--- src/rtl/pipelined_addsub.sv ---
// pipelined_addsub: segmented ripple-carry adder/subtractor, one SEG_W-bit segment per stage, valid/ready handshake
// Ports: clk_i clock; rst_i async active-low reset;
//        in_valid_i/in_ready_o, a_i, b_i, sub_i, cin_i form the operand beat;
//        out_valid_o/out_ready_i, sum_o, cout_o, ovf_o, zero_o form the result beat.
module pipelined_addsub #(
  parameter int WIDTH = 32,
  parameter int SEG_W = 8
) (
  input  logic             clk_i,
  input  logic             rst_i,
  input  logic             in_valid_i,
  output logic             in_ready_o,
  input  logic [WIDTH-1:0] a_i,
  input  logic [WIDTH-1:0] b_i,
  input  logic             sub_i,
  input  logic             cin_i,
  output logic             out_valid_o,
  input  logic             out_ready_i,
  output logic [WIDTH-1:0] sum_o,
  output logic             cout_o,
  output logic             ovf_o,
  output logic             zero_o
);
  localparam int STAGES = WIDTH / SEG_W;
  logic [STAGES-1:0] v;
  logic [STAGES:0] rdy;
  logic ovf_q, zero_q;
  function automatic logic [SEG_W:0] seg_add(input logic [SEG_W-1:0] x, input logic [SEG_W-1:0] y, input logic ci);
    logic [SEG_W:0] c;
    logic [SEG_W-1:0] s;
    c = '0;
    s = '0;
    c[0] = ci;
    for (int i = 0; i < SEG_W; i++) begin
      s[i] = x[i] ^ y[i] ^ c[i];
      c[i+1] = (x[i] & y[i]) | (c[i] & (x[i] ^ y[i]));
    end
    return {c[SEG_W], s};
  endfunction
  always_comb begin
    rdy[STAGES] = out_ready_i;
    for (int i = STAGES - 1; i >= 0; i--) rdy[i] = !v[i] || rdy[i+1];
  end
  assign in_ready_o = rdy[0];
  for (genvar k = 0; k < STAGES; k++) begin : g_st
    // R: operand bits still unsummed on entry; L: result bits known after this stage
    localparam int R = WIDTH - k * SEG_W;
    localparam int L = (k + 1) * SEG_W;
    logic iv, ci, vq, cq;
    logic [R-1:0] ai, bi;
    logic [L-1:0] sn, sq;
    logic [SEG_W:0] r;
    if (k == 0) begin : g_in
      assign iv = in_valid_i;
      assign ai = a_i;
      assign bi = sub_i ? ~b_i : b_i;
      assign ci = cin_i ^ sub_i;
      assign sn = r[SEG_W-1:0];
    end else begin : g_mid
      assign iv = g_st[k-1].vq;
      assign ai = g_st[k-1].g_op.aq;
      assign bi = g_st[k-1].g_op.bq;
      assign ci = g_st[k-1].cq;
      assign sn = {r[SEG_W-1:0], g_st[k-1].sq};
    end
    assign r = seg_add(ai[SEG_W-1:0], bi[SEG_W-1:0], ci);
    assign v[k] = vq;
    // operands are shifted down so the next segment always sits at bit 0
    if (k < STAGES - 1) begin : g_op
      logic [R-SEG_W-1:0] aq, bq;
      always_ff @(posedge clk_i or negedge rst_i)
        if (!rst_i) begin
          aq <= '0;
          bq <= '0;
        end else if (rdy[k] && iv) begin
          aq <= ai[R-1:SEG_W];
          bq <= bi[R-1:SEG_W];
        end
    end
    always_ff @(posedge clk_i or negedge rst_i)
      if (!rst_i) begin
        vq <= 1'b0;
        cq <= 1'b0;
        sq <= '0;
      end else begin
        if (rdy[k]) vq <= iv;
        if (rdy[k] && iv) begin
          cq <= r[SEG_W];
          sq <= sn;
        end
      end
  end
  // carry into the MSB is recovered as a^b^sum at that bit
  always_ff @(posedge clk_i or negedge rst_i)
    if (!rst_i) begin
      ovf_q <= 1'b0;
      zero_q <= 1'b0;
    end else if (rdy[STAGES-1] && g_st[STAGES-1].iv) begin
      ovf_q <= g_st[STAGES-1].ai[SEG_W-1] ^ g_st[STAGES-1].bi[SEG_W-1] ^ g_st[STAGES-1].r[SEG_W-1] ^ g_st[STAGES-1].r[SEG_W];
      zero_q <= ~|g_st[STAGES-1].sn;
    end
  assign out_valid_o = v[STAGES-1];
  assign sum_o = g_st[STAGES-1].sq;
  assign cout_o = g_st[STAGES-1].cq;
  assign ovf_o = ovf_q;
  assign zero_o = zero_q;
endmodule

--- config.mk ---
export PLATFORM = sky130hd
export DESIGN_NAME = pipelined_addsub
export DESIGN_NICKNAME = d
export VERILOG_FILES = /design/src/rtl/pipelined_addsub.sv
export SDC_FILE = /design/constraint.sdc
export NUM_CORES = 1
export LEC_CHECK = 0
export BUFFER_PORTS_ARGS = -buffer_cell sky130_fd_sc_hd__buf_2
export CORE_MARGIN = 4
export CORE_UTILIZATION = 26
export DETAILED_ROUTE_END_ITERATION = 16
export SETUP_SLACK_MARGIN = 0.15
export SLEW_MARGIN = 25
export SYNTH_ARGS = -nofsm -noshare
export SYNTH_HDL_FRONTEND = slang
export SYNTH_SLANG_ARGS = --single-unit
--- constraint.sdc ---
create_clock -name clk_i -period 4.5 [get_ports clk_i]
set_clock_uncertainty 0.1 [all_clocks]
set_input_delay 0.225 -clock clk_i [delete_from_list [all_inputs] [get_ports clk_i]]
set_output_delay 0.225 -clock clk_i [all_outputs]
set_load 0.02 [all_outputs]
# Word-level counts from Yosys, hierarchy flattened
# Index checks and enable logic that the tools add are counted.
[op_classes] muxes=1 n_bitwise=164 reduce_logical=14
[ops] op="$xor A1 B1 Y1" n=67
[ops] op="$and A1 B1 Y1" n=64
[ops] op="$mux W32" n=1
[ops] op="$not A32 Y32" n=1
[ops] op="$or A1 B1 Y1" n=32
[ops] op="$reduce_or A32 Y1" n=1
[ops] op="$logic_not A1 Y1" n=5
[ops] op="$logic_and A1 B1 Y1" n=4
[ops] op="$logic_or A1 B1 Y1" n=4
[totals] ff_bits=186 input_bits=70 output_inout_bits=37 word_cells=199

# Logic depth before layout (Yosys ltp)
# Gate-level depths: netlist of the first run.
[logic_depth] depth_word=19 mapped_depth=14 depth_no_buf=14

# Worst setup path after synthesis of the first run
# Ideal clock, no wire load.
[synth_timing] path_kind="in2reg" from="input port sub_i" to="register g_st[0].sq[7]" setup_time_ps=125 arrival_time_ps=4301 path_slack_ps=-25 stages=13 n_path_buf=2 cell_sequence="clkbuf_1 buf_2 xnor2_1 fa_1 fa_1 fa_1 fa_1 fa_1 fa_1 fa_1 inv_1 fa_1 mux2_2"
[synth_between] elab_chain_cells=17 elab_cells_between_ends=32 classes_between="mux: 1; bitwise: 31"
[synth_rtl] item="start: declaration" line_no="15" text="input logic sub_i,"
[synth_rtl] item="$mux W32" line_no="56" text="assign bi = sub_i ? ~b_i : b_i;"
[synth_rtl] item="$xor A1 B1 Y1" line_no="36" text="c[i+1] = (x[i] & y[i]) | (c[i] & (x[i] ^ y[i]));"
[synth_rtl] item="$and A1 B1 Y1" line_no="36"
[synth_rtl] item="$or A1 B1 Y1" line_no="36"
[synth_rtl] item="$and A1 B1 Y1" line_no="36"
[synth_rtl] item="$or A1 B1 Y1" line_no="36"
[synth_rtl] item="$and A1 B1 Y1" line_no="36"
[synth_rtl] item="$or A1 B1 Y1" line_no="36"
[synth_rtl] item="[... 2 more ...]"
[synth_rtl] item="$and A1 B1 Y1" line_no="36"
[synth_rtl] item="$or A1 B1 Y1" line_no="36"
[synth_rtl] item="$and A1 B1 Y1" line_no="36"
[synth_rtl] item="$or A1 B1 Y1" line_no="36"
[synth_rtl] item="$and A1 B1 Y1" line_no="36"
[synth_rtl] item="$or A1 B1 Y1" line_no="36"
[synth_rtl] item="$xor A1 B1 Y1 *" line_no="35" text="s[i] = x[i] ^ y[i] ^ c[i];"
[synth_rtl] item="named net g_st[0].r[7]" line_no="52" text="logic [SEG_W:0] r;"
[synth_rtl] item="end signal: assignment" line_no="89" text="sq <= sn;"
[synth_rtl] item="end: declaration" line_no="51" text="logic [L-1:0] sn, sq;"
# Mark *: on every way through the listed nets, which the timed path passes. The rest lies on a longest branch.
# A chain may end at the register's enable or synchronous reset.

# Final worst setup path of the first run
[layout_timing] from="register g_st[2].cq" to="register ovf_q, in the netlist ovf_o"
[layout_between] elab_chain_cells=17 elab_cells_between_ends=19 classes_between="bitwise: 19"
[layout_rtl] item="start: declaration" line_no="49" text="logic iv, ci, vq, cq;"
[layout_rtl] item="start signal: assignment" line_no="88" text="cq <= r[SEG_W];"
[layout_rtl] item="$and A1 B1 Y1 *" line_no="36"
[layout_rtl] item="$or A1 B1 Y1 *" line_no="36"
[layout_rtl] item="$and A1 B1 Y1 *" line_no="36"
[layout_rtl] item="$or A1 B1 Y1 *" line_no="36"
[layout_rtl] item="$and A1 B1 Y1 *" line_no="36"
[layout_rtl] item="$or A1 B1 Y1 *" line_no="36"
[layout_rtl] item="$and A1 B1 Y1 *" line_no="36"
[layout_rtl] item="$or A1 B1 Y1 *" line_no="36"
[layout_rtl] item="$and A1 B1 Y1 *" line_no="36"
[layout_rtl] item="$or A1 B1 Y1 *" line_no="36"
[layout_rtl] item="$and A1 B1 Y1 *" line_no="36"
[layout_rtl] item="$or A1 B1 Y1 *" line_no="36"
[layout_rtl] item="$and A1 B1 Y1 *" line_no="36"
[layout_rtl] item="$or A1 B1 Y1 *" line_no="36"
[layout_rtl] item="$xor A1 B1 Y1 / $and A1 B1 Y1 (equally long branches)" line_no="35, 36"
[layout_rtl] item="$xor A1 B1 Y1 / $or A1 B1 Y1 (equally long branches)" line_no="99, 36"
[layout_rtl] item="$xor A1 B1 Y1 *" line_no="99" text="ovf_q <= g_st[STAGES-1].ai[SEG_W-1] ^ g_st[STAGES-1].bi[SEG_W-1] ^ g_st[STAGES-1].r[SEG_W-1] ^ g_st[STAGES-1]. ..."
[layout_rtl] item="end signal: assignment" line_no="99"
[layout_rtl] item="end: declaration" line_no="27" text="logic ovf_q, zero_q;"
# Mark *: on every way between the ends. The rest lies on a longest branch, timed or not.

==> out/metrics.yaml, run 1 <==
worst_setup_path:
  critPathLaunchType: "register"
  reg2reg_slack_ns: 0.35
  cp.arrival_ns: 4.36
  path_max_fanout: 2
  worst_path_max_delay_cell: "fa_1"
  path_cells: "fa_2 -> fa_1 -> fa_1 -> fa_1 -> inv_1 -> fa_1 -> inv_1 -> fa_1 -> fa_1 -> inv_1 -> fa_1 -> xnor2_1 -> mux2_2"
  cpPeakStageDelay_ns: 0.45
  crit_required_ns: 4.71
  endpoint_kind: "register"
  crit_top_cell: "fa_1"
  rr_worst_depth: 13
  worstSetupPathType: "register to register"
  r2r-start: "g_st[2].cq$_DFFE_PN0P_"
  rr_endpoint: "ovf_o$_DFFE_PN0P_"
drt:
  drt_iter0_markers: 192
  first_pass_iters: 4
  vias: 4403
  drc: 0
  drt-vias-per-instance: 4.09
  post_drt_wl_per_cell_microns: 15.7
  ant_nets: 0
  drt_wl_total_microns: 16900
grt:
  gr-usage-all-layers_pct: 10.4
  grt_pass1_wl_microns: 27200
  grt_pass1_vias: 4761
  grt_max_degree: 128
  antenna_found_initial: 0
  grt.overflow.total: 0
cells_and_area:
  layout.nets: 773
  antenna_cells: 0
  drive_gt1_share_pct: 42.9
  syn2layout_area_growth_pct: 23.4
  n_fill_cell: 3034
power:
  power_density_mw_per_mm2: 617
  p_int_mw: 4.19
  switchingPower_mw: 1.97
  leakagePower_nw: 4.44
  p_sw_share_pct: 32.0
  pwr-share-seq_pct: 43.8
  power_frac_clock_pct: 25.1
  irDropWorstVdd_uv: 226
  comb_power_share_pct: 31.1
synth:
  synth_top_area_share_pct: 57.5
  ys_ff_latch: 186
  synth_area_sq_mm: 0.00809
  yosys.area.top_type: "dfrtp_1"
  syn_avg_cell_area_sq_um: 15.3
  yosys_warnings: 0
  synthTopCellsByArea: "dfrtp_1 58%, mux2_2 20%, fa_1 7.9%"
  ys_types: 27
  synth_cells: 530
  synth_nets: 633
  yosysSeqAreaShare_pct: 57.5
sta:
  finalHoldViolCount: 0
  layout_setup_ws_ns: 0.352
  tightest_slew_ns: 0.996
  tns_ns: 0
  slew-limit-headroom_pct: 33.4
  slew_viol_final: 0
  finalSetupViolCount: 0
  max_freq_mhz: 241
  period_share_pct: 92.2
  rsz0062_at_grt: "no"
  period_needed_ns: 4.15
clock_tree:
  clock_latency_ns: 0.43
  clk_pin_slew_worst_paths_ns: 0.07
  clock-root-buffer: "clkbuf_16"
  cts_buffer_depth: 2
  numCtsBuffers: 17
  cts_tree: "done"
  cts_max_level: 4
  cts_sinks: 186
worst_hold_path:
  hold_depth: 3
  hold_end: "g_st[0].g_op.bq[7]$_DFFE_PN0P_"
  hold_class: "input pin to register"
  hold_start: "b_i[15]"
placed_design:
  gp_congestion: 0.713
  pre_cts_ws_ns: 0.103
  port_buffers: 106
  dpl.hpwl_microns: 11800
floorplanning:
  die_width_microns: 184
  core_sq_mm: 0.0307
  die_y_microns: 184
  top_level_ports: 107
  dieArea_sq_mm: 0.0340
  initial_core_util_pct: 26.4
  num_rows: 64
run_status:
  status: "finished clean"
flow_run:
  maxCapViolations: 0
==> what timing repair did <==
action                                 in CTS  in global routing
hold buffers                               28                  0
endpoints found under the hold margin     152                  0
resized for setup                           0                  1
buffers inserted                            0                  1
setup endpoints to repair                   0                  1
==> metrics by stage <==
step	total power, mW	std cells	instance area (sq um)	utilization (%)	hold slack [ns]
4_1_cts	6.26	1075	9950	32.4	0.00944
3_3_place_gp	4.60	1017	9060	29.5	0.337
2_1_floorplan	3.96	530	8100	-	-0.171
3_5_place_dp	4.66	1017	9060	29.6	0.346
6_report	6.16	1077	9980	32.6	0.0220
5_1_grt	6.61	1077	9980	32.6	0.0287
==> per-layer routing <==
metal	vias up	part of all wire (%)	GRT usage, %
met5	-	0	0
li1	2061	-	-
met4	0	1.3	3.43
met1	2255	48	14.2
met3	17	3.9	2.62
met2	70	47	16.4
==> synth_stat cells (all sizes together) <==
library cell,n
nand3b,1
nor2,1
buf,21
a21oi,1
o21ai,10
xor2,23
clkbuf,1
a31oi,1
nor4,7
nand4b,1
o41ai,1
dfrtp,186
inv,42
nor2b,1
nand4,2
nand2,6
or2,1
mux2i,14
nand2b,3
xnor2,12
mux2,162
ha,1
fa,32
==> critical path, delay by kind of cell (launching register included) <==
kind,cells,cell delay (ns)
xor+xnor,1,0.14
fa+ha+maj,8,2.91
mux,1,0.25
flops,1,0.41
buf+inv,3,0.22
==> how the worst max path moves through the flow <==
| stage | start | end |
|---|---|---|
| after floorplan | sub_i | g_st[0].sq[7]$_DFFE_PN0P_ |
| after global placement | sub_i | g_st[0].sq[7]$_DFFE_PN0P_ |
| after detailed placement | sub_i | g_st[0].sq[7]$_DFFE_PN0P_ |
| after CTS | g_st[2].cq$_DFFE_PN0P_ | ovf_o$_DFFE_PN0P_ |
| after global routing | g_st[2].cq$_DFFE_PN0P_ | ovf_o$_DFFE_PN0P_ |
| final | g_st[2].cq$_DFFE_PN0P_ | ovf_o$_DFFE_PN0P_ |
==> state kept, by name (all words and copies together) (netlist names) <==
register	flops
g_st.sq	48
zero_o	1
g_st.vq	3
cout_o	1
ovf_o	1
g_st.g_op.aq	48
g_st.g_op.bq	48
out_valid_o	1
g_st.cq	3
sum_o	32
==> kinds of logic after synthesis <==
kind of cell | Yosys count | synth area share [%]
compound gates | 13 | 0.913
xor+xnor | 35 | 3.79
fa+ha+maj | 33 | 8.07
buf+inv | 64 | 3.71
flops | 186 | 57.5
mux | 176 | 24.3
simple gates | 23 | 1.69
==> placed cells by master, fill, tap and decap left out, types with 2 or more instances in the layout <==
cell type,instances
buf_2,105
buf_4,7
bufinv_16,3
clkbuf_16,17
clkinvlp_4,2
dfrtp_1,186
dlygate4sd3_1,28
fa_1,31
inv_1,42
inv_6,5
mux2_1,21
mux2_2,141
mux2i_1,14
nand2_1,4
nand2b_1,3
nand4_1,2
nor4_1,7
o21ai_0,9
xnor2_1,12
xor2_1,23
==> power by group through the flow <==
stage               clock, mW  combinational [mW]  sequential, mW
global route             1.66                2.17            2.79
detailed placement          0                1.92            2.74
finish                   1.55                1.92            2.70
global placement            0                1.89            2.71
floorplan                   0                1.16            2.80
CTS                      1.60                1.95            2.71
==> final cells by class <==
| cell class | instances | area [sq um] | share of cell area [%] |
|---|---|---|---|
| clock buffer | 18 | 439 | 4.40 |
| clock inverter | 12 | 163 | 1.63 |
| inverter | 42 | 158 | 1.58 |
| multi-input combinational | 280 | 3150 | 31.6 |
| sequential | 186 | 4650 | 46.6 |
| tap | 396 | 495 | 4.96 |
| timing repair buffer | 143 | 921 | 9.22 |
(Power assumes the default switching activity.)
==> run 2: changes to the inputs <==
Settings changed: CTS_BUF_LIST set to sky130_fd_sc_hd__clkbuf_8 sky130_fd_sc_hd__clkbuf_16, PLACE_DENSITY set to 0.42.
==> run 2 against run 1 <==
Global-route usage grew 0.21 points. Sequential power is essentially flat. Maximum frequency shrank 0.41%. Count of clock-buffer cells in the layout grew 1. Final area shrank 0.36%. Worst setup slack lost 0.017 ns. Register-to-register slack lost 0.02 ns. Non-clock buffer count shrank 2.
==> out/metrics.yaml, run 2 (same netlist as run 1, synthesis figures left out) <==
placed_design:
  pre_cts_ws_ns: -0.0190  # -0.122 ns
  port_buffers: 106  # unchanged
  dp_cells: 1017  # unchanged
  dpl.hpwl_microns: 12200  # +3.1%
  gp_congestion: 0.735  # +3.0%
clock_tree:
  clock_latency_ns: 0.43  # about the same
  cts_sinks: 186  # unchanged
  numCtsBuffers: 17  # unchanged
  clk_pin_slew_worst_paths_ns: 0.07  # about the same
  clock-root-buffer: "clkbuf_16"
  cts_max_level: 4  # unchanged
  cts_tree: "done"
  cts_buffer_depth: 2  # unchanged
grt:
  grt_max_degree: 100  # -22%
  gr-usage-all-layers_pct: 10.6  # +0.21 points
  grt_pass1_vias: 5060  # +6.3%
  grt_pass1_wl_microns: 28000  # +3.0%
  antenna_found_initial: 0  # unchanged
  grt.overflow.total: 0  # unchanged
floorplanning:
  die_width_microns: 184  # unchanged
  core_sq_mm: 0.0307  # unchanged
  top_level_ports: 107  # unchanged
  die_y_microns: 184  # unchanged
  dieArea_sq_mm: 0.0340  # unchanged
  initial_core_util_pct: 26.4  # unchanged
  num_rows: 64  # unchanged
worst_setup_path:
  path_cells: "fa_1 -> fa_1 -> fa_2 -> fa_1 -> inv_1 -> fa_1 -> inv_1 -> fa_1 -> fa_1 -> inv_1 -> fa_1 -> xnor2_1 -> mux2_2"
  critPathLaunchType: "register"
  path_max_fanout: 2  # unchanged
  reg2reg_slack_ns: 0.33  # -0.02 ns
  endpoint_kind: "register"
  rr_worst_depth: 13  # unchanged
  cpPeakStageDelay_ns: 0.45  # about the same
  crit_family: "adder cells"
  r2r-start: "g_st[2].cq$_DFFE_PN0P_"
  worst_path_max_delay_cell: "fa_1"
  path_buf_inv: 3  # unchanged
  cp.arrival_ns: 4.38  # +0.02 ns
  worstSetupPathType: "register to register"
  rr_endpoint: "ovf_o$_DFFE_PN0P_"
  crit_required_ns: 4.71  # about the same
  crit_top_cell: "fa_1"
sta:
  rsz0062_at_grt: "no"
  max_freq_mhz: 240  # -0.41%
  finalSetupViolCount: 0  # unchanged
  period_needed_ns: 4.17  # +0.0172 ns
  holdWs_ns: 0.0223  # +0.000261 ns
  layout_setup_ws_ns: 0.335  # -0.0172 ns
  slew_viol_final: 0  # unchanged
  period_share_pct: 92.6  # +0.38 points
  tightest_slew_ns: 0.885  # -0.111 ns
  finalHoldViolCount: 0  # unchanged
  slew-limit-headroom_pct: 40.8  # +7.4 points
drt:
  ant_nets: 0  # unchanged
  post_drt_wl_per_cell_microns: 15.9  # +1.3%
  vias: 4395  # -0.18%
  drt_iter0_markers: 140  # -27%
  drt_wl_total_microns: 17100  # +1.3%
  first_pass_iters: 4  # unchanged
  drc: 0  # unchanged
  drt-vias-per-instance: 4.08  # -0.18%
power:
  pwr-share-seq_pct: 43.8  # about the same
  irDropWorstVdd_uv: 259  # +15%
  power_density_mw_per_mm2: 622  # +0.79%
  switchingPower_mw: 1.98  # +0.41%
  leakagePower_nw: 4.43  # -0.15%
  comb_power_share_pct: 30.9  # -0.2 points
  totalPowerFinal_mw: 6.19  # +0.43%
  p_sw_share_pct: 32.0  # about the same
  p_int_mw: 4.21  # +0.44%
  power_frac_clock_pct: 25.3  # +0.2 points
cells_and_area:
  syn2layout_area_growth_pct: 23.0
  final_cell_mix: "186 x dfrtp_1, 141 x mux2_2, 105 x buf_2"
  finalCoreUtilization_pct: 32.4  # -0.12 points
  layout_commonest_cell: "dfrtp_1"
  layout.nets: 771  # -0.26%
  drive_gt1_share_pct: 42.9  # unchanged
  final_cell_count_no_fill: 1077  # unchanged
  reg.largest.list: "g_st.g_op.aq: 48 flops, g_st.g_op.bq: 48 flops, g_st.sq: 48 flops"
  antenna_cells: 0  # unchanged
worst_hold_path:
  hold_depth: 3  # unchanged
  hold_start: "b_i[15]"
  hold_end: "g_st[0].g_op.bq[7]$_DFFE_PN0P_"
  hold_class: "input pin to register"
run_status:
  status: "finished clean"
flow_run:
  maxCapViolations: 0  # unchanged
-- run 2: timing repair --
| action | 4_1_cts | 5_1_grt |
|---|---|---|
| gates resized for setup | 0 | 1 |
| setup buffers | 0 | 1 |
| endpoints found under the hold margin | 123 | 0 |
| hold buffers | 27 | 0 |
| endpoints found under the setup margin | 0 | 1 |
-- run 2: how the worst max path moves through the flow --
stage | from | endpoint | slack, ns | cells after the start
after floorplan | sub_i | g_st[0].sq[7]$_DFFE_PN0P_ | 0.17 | 13
after global placement | sub_i | g_st[0].sq[7]$_DFFE_PN0P_ | 0.04 | 12
after detailed placement | sub_i | g_st[0].sq[7]$_DFFE_PN0P_ | -0.02 | 12
after CTS | g_st[2].cq$_DFFE_PN0P_ | ovf_o$_DFFE_PN0P_ | 0.29 | 13
after global routing | g_st[2].cq$_DFFE_PN0P_ | ovf_o$_DFFE_PN0P_ | 0.15 | 13
final | g_st[2].cq$_DFFE_PN0P_ | ovf_o$_DFFE_PN0P_ | 0.33 | 13
-- run 2: cell type report --
cell class	instances	area [sq um]
inverter	42	158
clock inverter	13	164
fill	3064	20700
clock buffer	19	453
tap	396	495
multi-input combinational	280	3150
sequential	186	4650
timing repair buffer	141	870
-- run 2: through the flow --
stage / setup TNS, ns / instance area, sq um
2_1_floorplan: 0 / 8100
3_3_place_gp: 0 / 9050
3_5_place_dp: -0.0190 / 9050
4_1_cts: 0 / 9940
5_1_grt: 0 / 9950
6_report: 0 / 9950
-- run 2: power by group through the flow --
stage	clock (mW)	combinational (mW)	sequential, mW
detailed placement	0	1.92	2.77
global route	1.69	2.16	2.81
finish	1.56	1.91	2.71
global placement	0	1.89	2.74
floorplan	0	1.16	2.80
CTS	1.62	1.95	2.73
-- run 2: metal layers --
metal  GRT usage [%]  part of all wire [%]  vias up
li1                -                     -     2059
met1            14.3                    46     2252
met2            17.0                    48       67
met3            2.49                   3.7       17
met4            3.58                   1.7        0
met5               0                     0        -
-- run 2: worst register-to-register path, cell delays in order (launching register included) --
cell and delay (ns):
dfrtp_1 0.40, fa_1 0.44, fa_1 0.40, fa_2 0.35, fa_1 0.37, inv_1 0.08, fa_1 0.15, inv_1 0.05
fa_1 0.38, fa_1 0.37, inv_1 0.08, fa_1 0.45, xnor2_1 0.15, mux2_2 0.26
==> run 3: changes to the inputs <==
Settings changed: CTS_BUF_LIST sky130_fd_sc_hd__clkbuf_8 sky130_fd_sc_hd__clkbuf_16 to unset.
==> run 3 against run 2 <==
Combinational power is essentially flat. Routed wire length is essentially flat. Via count is the same. Count of clock-buffer cells in the layout grew 1. Final area is the same. Power is essentially flat.
==> out/metrics.yaml, run 3 (same netlist as run 1, synthesis figures left out) <==
run_status:
  status: "finished clean"
clock_tree:
  cts_sinks: 186  # unchanged
  cts_max_level: 4  # unchanged
  cts_tree: "done"
  cts_buffer_depth: 2  # unchanged
  clock_latency_ns: 0.43  # about the same
  clock-root-buffer: "clkbuf_16"
  numCtsBuffers: 17  # unchanged
  clk_pin_slew_worst_paths_ns: 0.07  # about the same
sta:
  period_needed_ns: 4.17  # unchanged
  rsz0062_at_grt: "no"
  finalHoldViolCount: 0  # unchanged
  slew_viol_final: 0  # unchanged
  finalSetupViolCount: 0  # unchanged
  period_share_pct: 92.6  # unchanged
  max_freq_mhz: 240  # unchanged
  tightest_slew_ns: 0.883  # -0.00202 ns
  slew-limit-headroom_pct: 40.9  # +0.13 points
grt:
  grt.overflow.total: 0  # unchanged
  gr-usage-all-layers_pct: 10.6  # unchanged
  grt_max_degree: 100  # unchanged
  grt_pass1_vias: 5060  # unchanged
  antenna_found_initial: 0  # unchanged
  grt_pass1_wl_microns: 28000  # unchanged
worst_setup_path:
  rr_worst_depth: 13  # unchanged
  crit_required_ns: 4.71  # about the same
  cpPeakStageDelay_ns: 0.45  # about the same
  critPathLaunchType: "register"
  cp.arrival_ns: 4.38  # about the same
  reg2reg_slack_ns: 0.33  # about the same
  worst_path_max_delay_cell: "fa_1"
  crit_top_cell: "fa_1"
  path_cells: "fa_1 -> fa_1 -> fa_2 -> fa_1 -> inv_1 -> fa_1 -> inv_1 -> fa_1 -> fa_1 -> inv_1 -> fa_1 -> xnor2_1 -> mux2_2"
  endpoint_kind: "register"
  rr_endpoint: "ovf_o$_DFFE_PN0P_"
  path_max_fanout: 2  # unchanged
  worstSetupPathType: "register to register"
  r2r-start: "g_st[2].cq$_DFFE_PN0P_"
floorplanning:
  die_y_microns: 184  # unchanged
  dieArea_sq_mm: 0.0340  # unchanged
  core_sq_mm: 0.0307  # unchanged
  top_level_ports: 107  # unchanged
  num_rows: 64  # unchanged
  die_width_microns: 184  # unchanged
  initial_core_util_pct: 26.4  # unchanged
placed_design:
  dpl.hpwl_microns: 12200  # unchanged
  place_area_sq_mm: 0.00905  # unchanged
  dp_cells: 1017  # unchanged
  port_buffers: 106  # unchanged
  gp_congestion: 0.735  # unchanged
flow_run:
  maxCapViolations: 0  # unchanged
cells_and_area:
  layout_commonest_cell: "dfrtp_1"
  syn2layout_area_growth_pct: 23.0  # unchanged
  final_area_sq_mm: 0.00995  # unchanged
  final_cell_mix: "186 x dfrtp_1, 141 x mux2_2, 105 x buf_2"
  antenna_cells: 0  # unchanged
  final_cell_count_no_fill: 1077  # unchanged
  reg.largest.list: "g_st.g_op.aq: 48 flops, g_st.g_op.bq: 48 flops, g_st.sq: 48 flops"
  drive_gt1_share_pct: 42.9  # unchanged
  layout.nets: 771  # unchanged
drt:
  met2_length_microns: 8270  # unchanged
  drc: 0  # unchanged
  vias: 4395  # unchanged
  drt_wl_total_microns: 17100  # about the same
  top_layer_used: "met4"
  drt_iter0_markers: 140  # unchanged
  wl_met1_microns: 7920  # unchanged
  first_pass_iters: 4  # unchanged
  dr_wl_met3_microns: 639  # unchanged
  post_drt_wl_per_cell_microns: 15.9  # about the same
  drt-vias-per-instance: 4.08  # unchanged
  ant_nets: 0  # unchanged
worst_hold_path:
  hold_class: "input pin to register"
  hold_depth: 3  # unchanged
  hold_start: "b_i[15]"
  hold_end: "g_st[0].g_op.bq[7]$_DFFE_PN0P_"
power:
  leakagePower_nw: 4.43  # about the same
  irDropWorstVdd_uv: 259  # about the same
  power_density_mw_per_mm2: 622  # about the same
[run 3: cell count changes in the layout (fill, tap and decap cells not counted)]
cell      previous run  this run
clkbuf_1             0         1
inv_1               43        42
[run 3: how the worst max path moves through the flow]
stage / start / endpoint / slack [ns]
CTS: g_st[2].cq$_DFFE_PN0P_ / ovf_o$_DFFE_PN0P_ / 0.29
floorplan: sub_i / g_st[0].sq[7]$_DFFE_PN0P_ / 0.17
finish: g_st[2].cq$_DFFE_PN0P_ / ovf_o$_DFFE_PN0P_ / 0.33
global route: g_st[2].cq$_DFFE_PN0P_ / ovf_o$_DFFE_PN0P_ / 0.15
detailed placement: sub_i / g_st[0].sq[7]$_DFFE_PN0P_ / -0.02
global placement: sub_i / g_st[0].sq[7]$_DFFE_PN0P_ / 0.04
[run 3: metal layers]
metal	vias to the layer above	global-route usage [%]
met3	17	2.49
li1	2059	-
met5	-	0
met4	0	3.58
met2	67	17.0
met1	2252	14.3
[run 3: final cells by class]
| type | count | area, sq um |
|---|---|---|
| well taps | 396 | 495 |
| clock buffers | 20 | 457 |
| flip-flops and latches | 186 | 4650 |
| fillers | 3064 | 20700 |
| repair buffers | 141 | 870 |
| multi-input cells | 280 | 3150 |
| clock inverters | 12 | 160 |
| inverters | 42 | 158 |
[run 3: worst max-delay path, delay by kind of cell, from the launching register on]
| family | cells | cell delay [ns] |
|---|---|---|
| XOR/XNOR | 1 | 0.15 |
| adder cells (fa/ha/maj) | 8 | 2.91 |
| buffers and inverters | 3 | 0.21 |
| flip-flops | 1 | 0.40 |
| multiplexers | 1 | 0.26 |
[run 3: repair_timing]
action | CTS | global route
setup buffers | 0 | 1
setup endpoints to repair | 0 | 1
hold buffers | 27 | 0
gates resized for setup | 0 | 1
hold endpoints to repair | 123 | 0
[run 3: report_power, final]
part	leakage [nW]	internal (mW)	switching, mW
Clock	0.301	0.911	0.654
Sequential	2.17	2.30	0.410
Combinational	1.96	0.995	0.915
[run 3: stage by stage]
step	hold slack [ns]	setup TNS [ns]	total power [mW]	utilization [%]	worst slack, ns
5_1_grt	0.0396	0	6.66	32.4	0.153
4_1_cts	0.0125	0	6.30	32.4	0.293
3_3_place_gp	0.270	0	4.63	29.5	0.0356
6_report	0.0223	0	6.19	32.4	0.335
2_1_floorplan	-0.171	0	3.96	-	0.166
3_5_place_dp	0.270	-0.0190	4.68	29.5	-0.0190
